==> src/rtl/alu_pkg.sv <==
// rtl/alu_pkg.sv - shared ALU opcodes, default width and divider state encoding
package alu_pkg;

    localparam logic [2:0] OP_ADD = 3'b000;
    localparam logic [2:0] OP_SUB = 3'b001;
    localparam logic [2:0] OP_OR  = 3'b010;
    localparam logic [2:0] OP_AND = 3'b011;
    localparam logic [2:0] OP_XOR = 3'b100;
    localparam logic [2:0] OP_MUL = 3'b101;
    localparam logic [2:0] OP_DIV = 3'b110;

    localparam int ALU_WIDTH = 4;

    typedef enum logic [1:0] {
        IDLE = 2'd0,
        RUN  = 2'd1,
        DONE = 2'd2
    } div_state_t;

endpackage

==> src/rtl/div_step.sv <==
// rtl/div_step.sv - one combinational restoring-division iteration
module div_step #(
    parameter int WIDTH = 4
) (
    input  logic [WIDTH:0]   rem_i,
    input  logic             bit_i,
    input  logic [WIDTH-1:0] divisor_i,
    output logic [WIDTH:0]   rem_o,
    output logic             q_o
);

    logic [WIDTH+1:0] diff;

    // One extra bit of headroom so the trial result's sign bit is unambiguous.
    always_comb begin
        diff  = {rem_i, bit_i} - {2'b00, divisor_i};
        q_o   = ~diff[WIDTH+1];
        rem_o = q_o ? diff[WIDTH:0] : {rem_i[WIDTH-1:0], bit_i};
    end

endmodule

==> src/rtl/alu_div_seq.sv <==
// rtl/alu_div_seq.sv - sequential restoring divider for ALU opcode 110; ALU_DIV_SIGNED_EN enables two's complement operands
module alu_div_seq
    import alu_pkg::*;
#(
    parameter int WIDTH = ALU_WIDTH
) (
    input  logic             clk,
    input  logic             rst,
    input  logic             start,
    input  logic [WIDTH-1:0] dividend,
    input  logic [WIDTH-1:0] divisor,
    output logic [WIDTH-1:0] quotient,
    output logic [WIDTH-1:0] remainder,
    output logic             busy,
    output logic             done,
    output logic             div_by_zero
);

    localparam int CW = (WIDTH > 2) ? $clog2(WIDTH) : 1;

    div_state_t       state_q, state_d;
    logic [CW-1:0]    cnt_q, cnt_d;
    logic [WIDTH-1:0] dvd_q, dvd_d;
    logic [WIDTH-1:0] dvs_q, dvs_d;
    logic [WIDTH:0]   prem_q, prem_d;
    logic [WIDTH-1:0] quot_q, quot_d;
    logic [WIDTH-1:0] rem_q, rem_d;
    logic             busy_q, busy_d;
    logic             done_q, done_d;
    logic             dbz_q, dbz_d;
    logic             zpend_q, zpend_d;

    logic [WIDTH:0]   step_rem;
    logic             step_q;
    logic [WIDTH-1:0] quot_u;
    logic [WIDTH-1:0] dvd_in, dvs_in, quot_fin, rem_fin, dvd_raw;
    logic             accept;

    div_step #(.WIDTH(WIDTH)) u_step (
        .rem_i     (prem_q),
        .bit_i     (dvd_q[WIDTH-1]),
        .divisor_i (dvs_q),
        .rem_o     (step_rem),
        .q_o       (step_q)
    );

    assign quot_u = {dvd_q[WIDTH-2:0], step_q};

`ifdef ALU_DIV_SIGNED_EN
    logic neg_q_q, neg_q_d, neg_r_q, neg_r_d;

    // Core always sees magnitudes; signs are reapplied on the completion edge.
    assign dvd_in   = dividend[WIDTH-1] ? -dividend : dividend;
    assign dvs_in   = divisor[WIDTH-1] ? -divisor : divisor;
    assign quot_fin = neg_q_q ? -quot_u : quot_u;
    assign rem_fin  = neg_r_q ? -step_rem[WIDTH-1:0] : step_rem[WIDTH-1:0];
    assign dvd_raw  = neg_r_q ? -dvd_q : dvd_q;

    always_ff @(posedge clk or posedge rst) begin
        if (rst) begin
            neg_q_q <= 1'b0;
            neg_r_q <= 1'b0;
        end else begin
            neg_q_q <= neg_q_d;
            neg_r_q <= neg_r_d;
        end
    end

    always_comb begin
        neg_q_d = neg_q_q;
        neg_r_d = neg_r_q;
        if (accept) begin
            neg_q_d = dividend[WIDTH-1] ^ divisor[WIDTH-1];
            neg_r_d = dividend[WIDTH-1];
        end
    end
`else
    assign dvd_in   = dividend;
    assign dvs_in   = divisor;
    assign quot_fin = quot_u;
    assign rem_fin  = step_rem[WIDTH-1:0];
    assign dvd_raw  = dvd_q;
`endif

    assign accept = start && (state_q == IDLE || state_q == DONE);

    always_ff @(posedge clk or posedge rst) begin
        if (rst) begin
            state_q <= IDLE;
            cnt_q   <= '0;
            dvd_q   <= '0;
            dvs_q   <= '0;
            prem_q  <= '0;
            quot_q  <= '0;
            rem_q   <= '0;
            busy_q  <= 1'b0;
            done_q  <= 1'b0;
            dbz_q   <= 1'b0;
            zpend_q <= 1'b0;
        end else begin
            state_q <= state_d;
            cnt_q   <= cnt_d;
            dvd_q   <= dvd_d;
            dvs_q   <= dvs_d;
            prem_q  <= prem_d;
            quot_q  <= quot_d;
            rem_q   <= rem_d;
            busy_q  <= busy_d;
            done_q  <= done_d;
            dbz_q   <= dbz_d;
            zpend_q <= zpend_d;
        end
    end

    always_comb begin
        state_d = state_q;
        cnt_d   = cnt_q;
        dvd_d   = dvd_q;
        dvs_d   = dvs_q;
        prem_d  = prem_q;
        quot_d  = quot_q;
        rem_d   = rem_q;
        busy_d  = busy_q;
        done_d  = 1'b0;
        dbz_d   = dbz_q;
        zpend_d = zpend_q;

        case (state_q)
            RUN: begin
                // Quotient bits shift into the vacated low end of the dividend register.
                prem_d = step_rem;
                dvd_d  = quot_u;
                cnt_d  = cnt_q - 1'b1;
                if (cnt_q == '0) begin
                    state_d = DONE;
                    busy_d  = 1'b0;
                    done_d  = 1'b1;
                    dbz_d   = 1'b0;
                    quot_d  = quot_fin;
                    rem_d   = rem_fin;
                end
            end
            DONE: begin
                state_d = IDLE;
                if (zpend_q) begin
                    quot_d  = '1;
                    rem_d   = dvd_raw;
                    dbz_d   = 1'b1;
                    done_d  = 1'b1;
                    zpend_d = 1'b0;
                end
            end
            default: ;
        endcase

        if (accept) begin
            dvd_d  = dvd_in;
            dvs_d  = dvs_in;
            prem_d = '0;
            cnt_d  = CW'(WIDTH - 1);
            if (divisor != '0) begin
                state_d = RUN;
                busy_d  = 1'b1;
            end else begin
                state_d = DONE;
                zpend_d = 1'b1;
            end
        end
    end

    assign quotient    = quot_q;
    assign remainder   = rem_q;
    assign busy        = busy_q;
    assign done        = done_q;
    assign div_by_zero = dbz_q;

endmodule

==> config.mk <==
export PLATFORM = sky130hd
export DESIGN_NAME = alu_div_seq
export DESIGN_NICKNAME = d
export VERILOG_FILES = /design/src/rtl/alu_pkg.sv /design/src/rtl/div_step.sv /design/src/rtl/alu_div_seq.sv
export SDC_FILE = /design/constraint.sdc
export NUM_CORES = 1
export LEC_CHECK = 0
export ABC_CLOCK_PERIOD_IN_PS = 3030
export CAP_MARGIN = 15
export CORE_UTILIZATION = 54
export DETAILED_ROUTE_END_ITERATION = 8
export HOLD_SLACK_MARGIN = 0.1
export PLACE_DENSITY_LB_ADDON = 0.05
export SLEW_MARGIN = 20
export SYNTH_ARGS = -nofsm -noshare
export SYNTH_HDL_FRONTEND = slang
export SYNTH_SLANG_ARGS = --single-unit
==> constraint.sdc <==
create_clock -name clk -period 3.03 [get_ports clk]
set_clock_uncertainty 0.15 [all_clocks]
set_input_delay 0.7575 -clock clk [delete_from_list [all_inputs] [get_ports clk]]
set_output_delay 0.7575 -clock clk [all_outputs]
set_load 0.02 [all_outputs]
==> results.py <==
metrics = {
    "detailed_routing": {
        "antenna_left": 0,
        "routed_via_density": 5.80,
        "totalWireLength_um": 3870,
        "first_pass_iters": 5,
        "route.detailed.drc": 0,
        "wire_per_inst_um": 15.3,
        "vias": 1461,
        "drt_iter0_drc": 85,
    },
    "worst_setup_path": {
        "critPathArrivalTime_ns": 2.43,
        "cpPeakStageDelay_ns": 0.44,
        "crit_path_frequent_cell": "inv_1",
        "worstSetupStartpointType": "register",
        "crit_family": "compound AO/OA/AOI/OAI gates",
        "cp_cell_sequence": "inv_1 -> ha_1 -> inv_1 -> fa_1 -> a21o_1 -> a2111oi_0 -> a22o_2 -> a22oi_1 -> nor2_1",
        "critical_path_buf_inv_count": 2,
        "crit_path_end_kind": "register",
        "required_ns": 3.15,
        "slowest_stage": "dfrtp_1",
        "path_max_fanout": 5,
        "critPathKind": "register to register",
    },
    "timing": {
        "finalSetupViolCount": 0,
        "relSlewSlack_pct": 51.7,
        "tns_ns": 0,
        "tightest_slew_ns": 0.719,
        "hold_violations": 0,
        "min_period_ns": 2.31,
        "finalCritPeriodShare_pct": 76.3,
        "slew_viol_final": 0,
        "fmax_mhz": 433,
        "rsz0062_at_grt": "no",
        "worst_slack_ns": 0.718,
    },
    "synthesis": {
        "synth_async_sr_flop_share_pct": 100,
        "netlist_top_cells_area": "dfrtp_1 (43%), ha_1 (5.9%), o21ai_0 (5.3%)",
        "yosysSeqAreaShare_pct": 42.5,
        "yosys.area.top_type": "dfrtp_1",
        "yosysUniqueCellTypes": 44,
        "netlist_area_mm2": 0.00171,
        "synth.avg_cell_area_um2": 9.28,
        "synth_top_area_share_pct": 42.5,
        "synth_seq_cells": 29,
        "synth_flop_cell": "dfrtp_1",
        "yosys_warnings": 0,
        "netlist_instances": 184,
        "synth.net_count": 204,
        "synth_edf_count": 0,
    },
    "power": {
        "p_per_area_mw_per_mm2": 1190,
        "power.leakage_nw": 0.863,
        "combPwrFrac_pct": 61.3,
        "seqPwrFrac_pct": 29.0,
        "peakVddDrop_mv": 0.696,
        "power_frac_clock_pct": 9.8,
        "sw_frac_of_total_pct": 46.7,
        "p_sw_mw": 1.11,
        "internal_power_mw": 1.27,
        "power_mw": 2.38,
    },
    "cells_and_area": {
        "stdcell_count": 252,
        "nets": 227,
        "diodes": 0,
        "layout-drive-gt1-share_pct": 8.65,
        "utilization_pct": 66.1,
        "n_fill_cell": 251,
        "syn2layout_area_growth_pct": 17.3,
    },
    "clock_network": {
        "root_buffer": "clkbuf_4",
        "cts_made_buffers": 5,
        "clk_pin_slew_ns": 0.10,
        "h-tree-depth": 2,
        "clock-sinks": 29,
        "postCtsSetupBuffers": 0,
        "postCtsHoldBufs": 0,
        "post_cts_resized": 0,
        "cts_buffer_depth": 2,
        "cts_tree": "yes",
        "worstSkewPairLatency_ns": 0.34,
    },
    "floorplan": {
        "die_w_um": 58.2,
        "dieArea_mm2": 0.00339,
        "fp.coreArea_mm2": 0.00303,
        "io_pins": 22,
        "start_util_pct": 56.4,
        "die_h_um": 58.2,
        "rows": 20,
    },
    "placed_design": {
        "dpl.hpwl_um": 2780,
        "post-place-cells": 244,
        "gp_congestion": 0.870,
        "io_buffers": 21,
        "pre_cts_slack_ns": 0.569,
    },
    "global_route": {
        "grt.overflow.total": 0,
        "grtUsageTotal_pct": 26.7,
        "grt_pass1_vias": 1454,
        "grt_pass1_wl_um": 6610,
        "antenna_found_initial": 0,
        "grt_max_degree": 33,
    },
    "outcome": {
        "status": "finished, final reports clean",
    },
    "flow_run": {
        "drv_cap": 0,
    },
    "hold_path": {
        "min_path_type": "register to register",
    },
}
## worst register-to-register path: stages (launching register included)
cell and delay [ns]:
dfrtp_1 0.44, inv_1 0.07, ha_1 0.15, inv_1 0.05, fa_1 0.40, a21o_1 0.21, a2111oi_0 0.41, a22o_2 0.20
a22oi_1 0.07, nor2_1 0.09
## power groups by stage
stage / clock network (mW) / logic (mW) / registers [mW]
finish: 0.232 / 1.46 / 0.688
global route: 0.250 / 1.62 / 0.709
CTS: 0.238 / 1.45 / 0.686
detailed placement: 0 / 1.44 / 0.693
global placement: 0 / 1.40 / 0.689
floorplan: 0 / 1.04 / 0.714
## layout by cell type (no fill, tap or decap), drive strengths merged, types with 2 or more instances in the layout
| master | instances |
|---|---|
| o221ai | 3 |
| o211ai | 2 |
| o21a | 3 |
| nand2 | 20 |
| inv | 14 |
| a21o | 2 |
| buf | 4 |
| clkbuf | 6 |
| clkdlybuf4s50 | 21 |
| clkinv | 2 |
| nand2b | 2 |
| a21boi | 2 |
| nor2 | 14 |
| o21ai | 18 |
| o22ai | 3 |
| o22a | 3 |
| and2b | 3 |
| o2111ai | 2 |
| ha | 8 |
| mux2i | 7 |
| dfrtp | 29 |
| a31oi | 7 |
| a21oi | 12 |
| nand4 | 3 |
## state kept, by name, summed over array words and instances (netlist names), 2 cells and up
name,flops
quotient,4
state_q,2
cnt_q,2
dvs_q,4
remainder,4
dvd_q,4
prem_q,5
## layout make-up
cell class                 instances  area [µm²]  area share (%)
sequential                        29         726            36.3
tap                               44        55.1            2.75
clock inverter                     2        10.0           0.500
timing repair buffer              25         240            12.0
multi-input combinational        132         877            43.8
inverter                          14        52.6            2.63
clock buffer                       6        41.3            2.06
## path summary, 6_finish.rpt
check / from / slack, ns / depth (start not counted) / to
setup reg to reg: dvd_q[3] / 0.72 / 9 / prem_q[4]
max in group asynchronous: rst / 1.80 / 3 / busy
hold / removal: dvs_q[0] / 0.37 / 2 / dvs_q[0]
hold reg to reg: dvs_q[0] / 0.37 / 2 / dvs_q[0]
setup / recovery: dvd_q[3] / 0.72 / 9 / prem_q[4]
min in group asynchronous: rst / 0.66 / 3 / remainder[2]
## routing by layer
layer  wire (µm)  part of all wire, %  GRT usage, %  vias to the layer above
met4         138                  3.6          17.7                        0
met5           0                    0             0                        -
met2        1810                   47          39.2                       44
li1            -                    -             -                      709
met3         166                  4.3          6.25                       14
met1        1750                   45          35.2                      694
## cells in the mapped netlist (all sizes together) (4+ instances only)
cell and n:
dfrtp 29, mux2i 7, ha 8, inv 14, o21ai 18, nand2 20
nor2 14, a21oi 12, a31oi 7, buf 5, clkbuf 4
## metrics by stage
step,cell area (µm²),hold slack [ns]
6_report,2000,0.368
5_1_grt,2000,0.399
4_1_cts,2000,0.374
3_5_place_dp,1950,0.349
3_3_place_gp,1950,0.334
2_1_floorplan,1710,0.302
## kinds of logic after synthesis
family | Yosys count | synth area share [%]
flip-flops | 29 | 42.5
AO/OA/AOI/OAI | 64 | 25.3
buffers and inverters | 23 | 6.08
adder cells (fa/ha/maj) | 9 | 7.04
AND/OR/NAND/NOR | 50 | 13.9
XOR/XNOR | 2 | 1.03
multiplexers | 7 | 4.11
No activity file was read; power rests on OpenSTA's default activity.
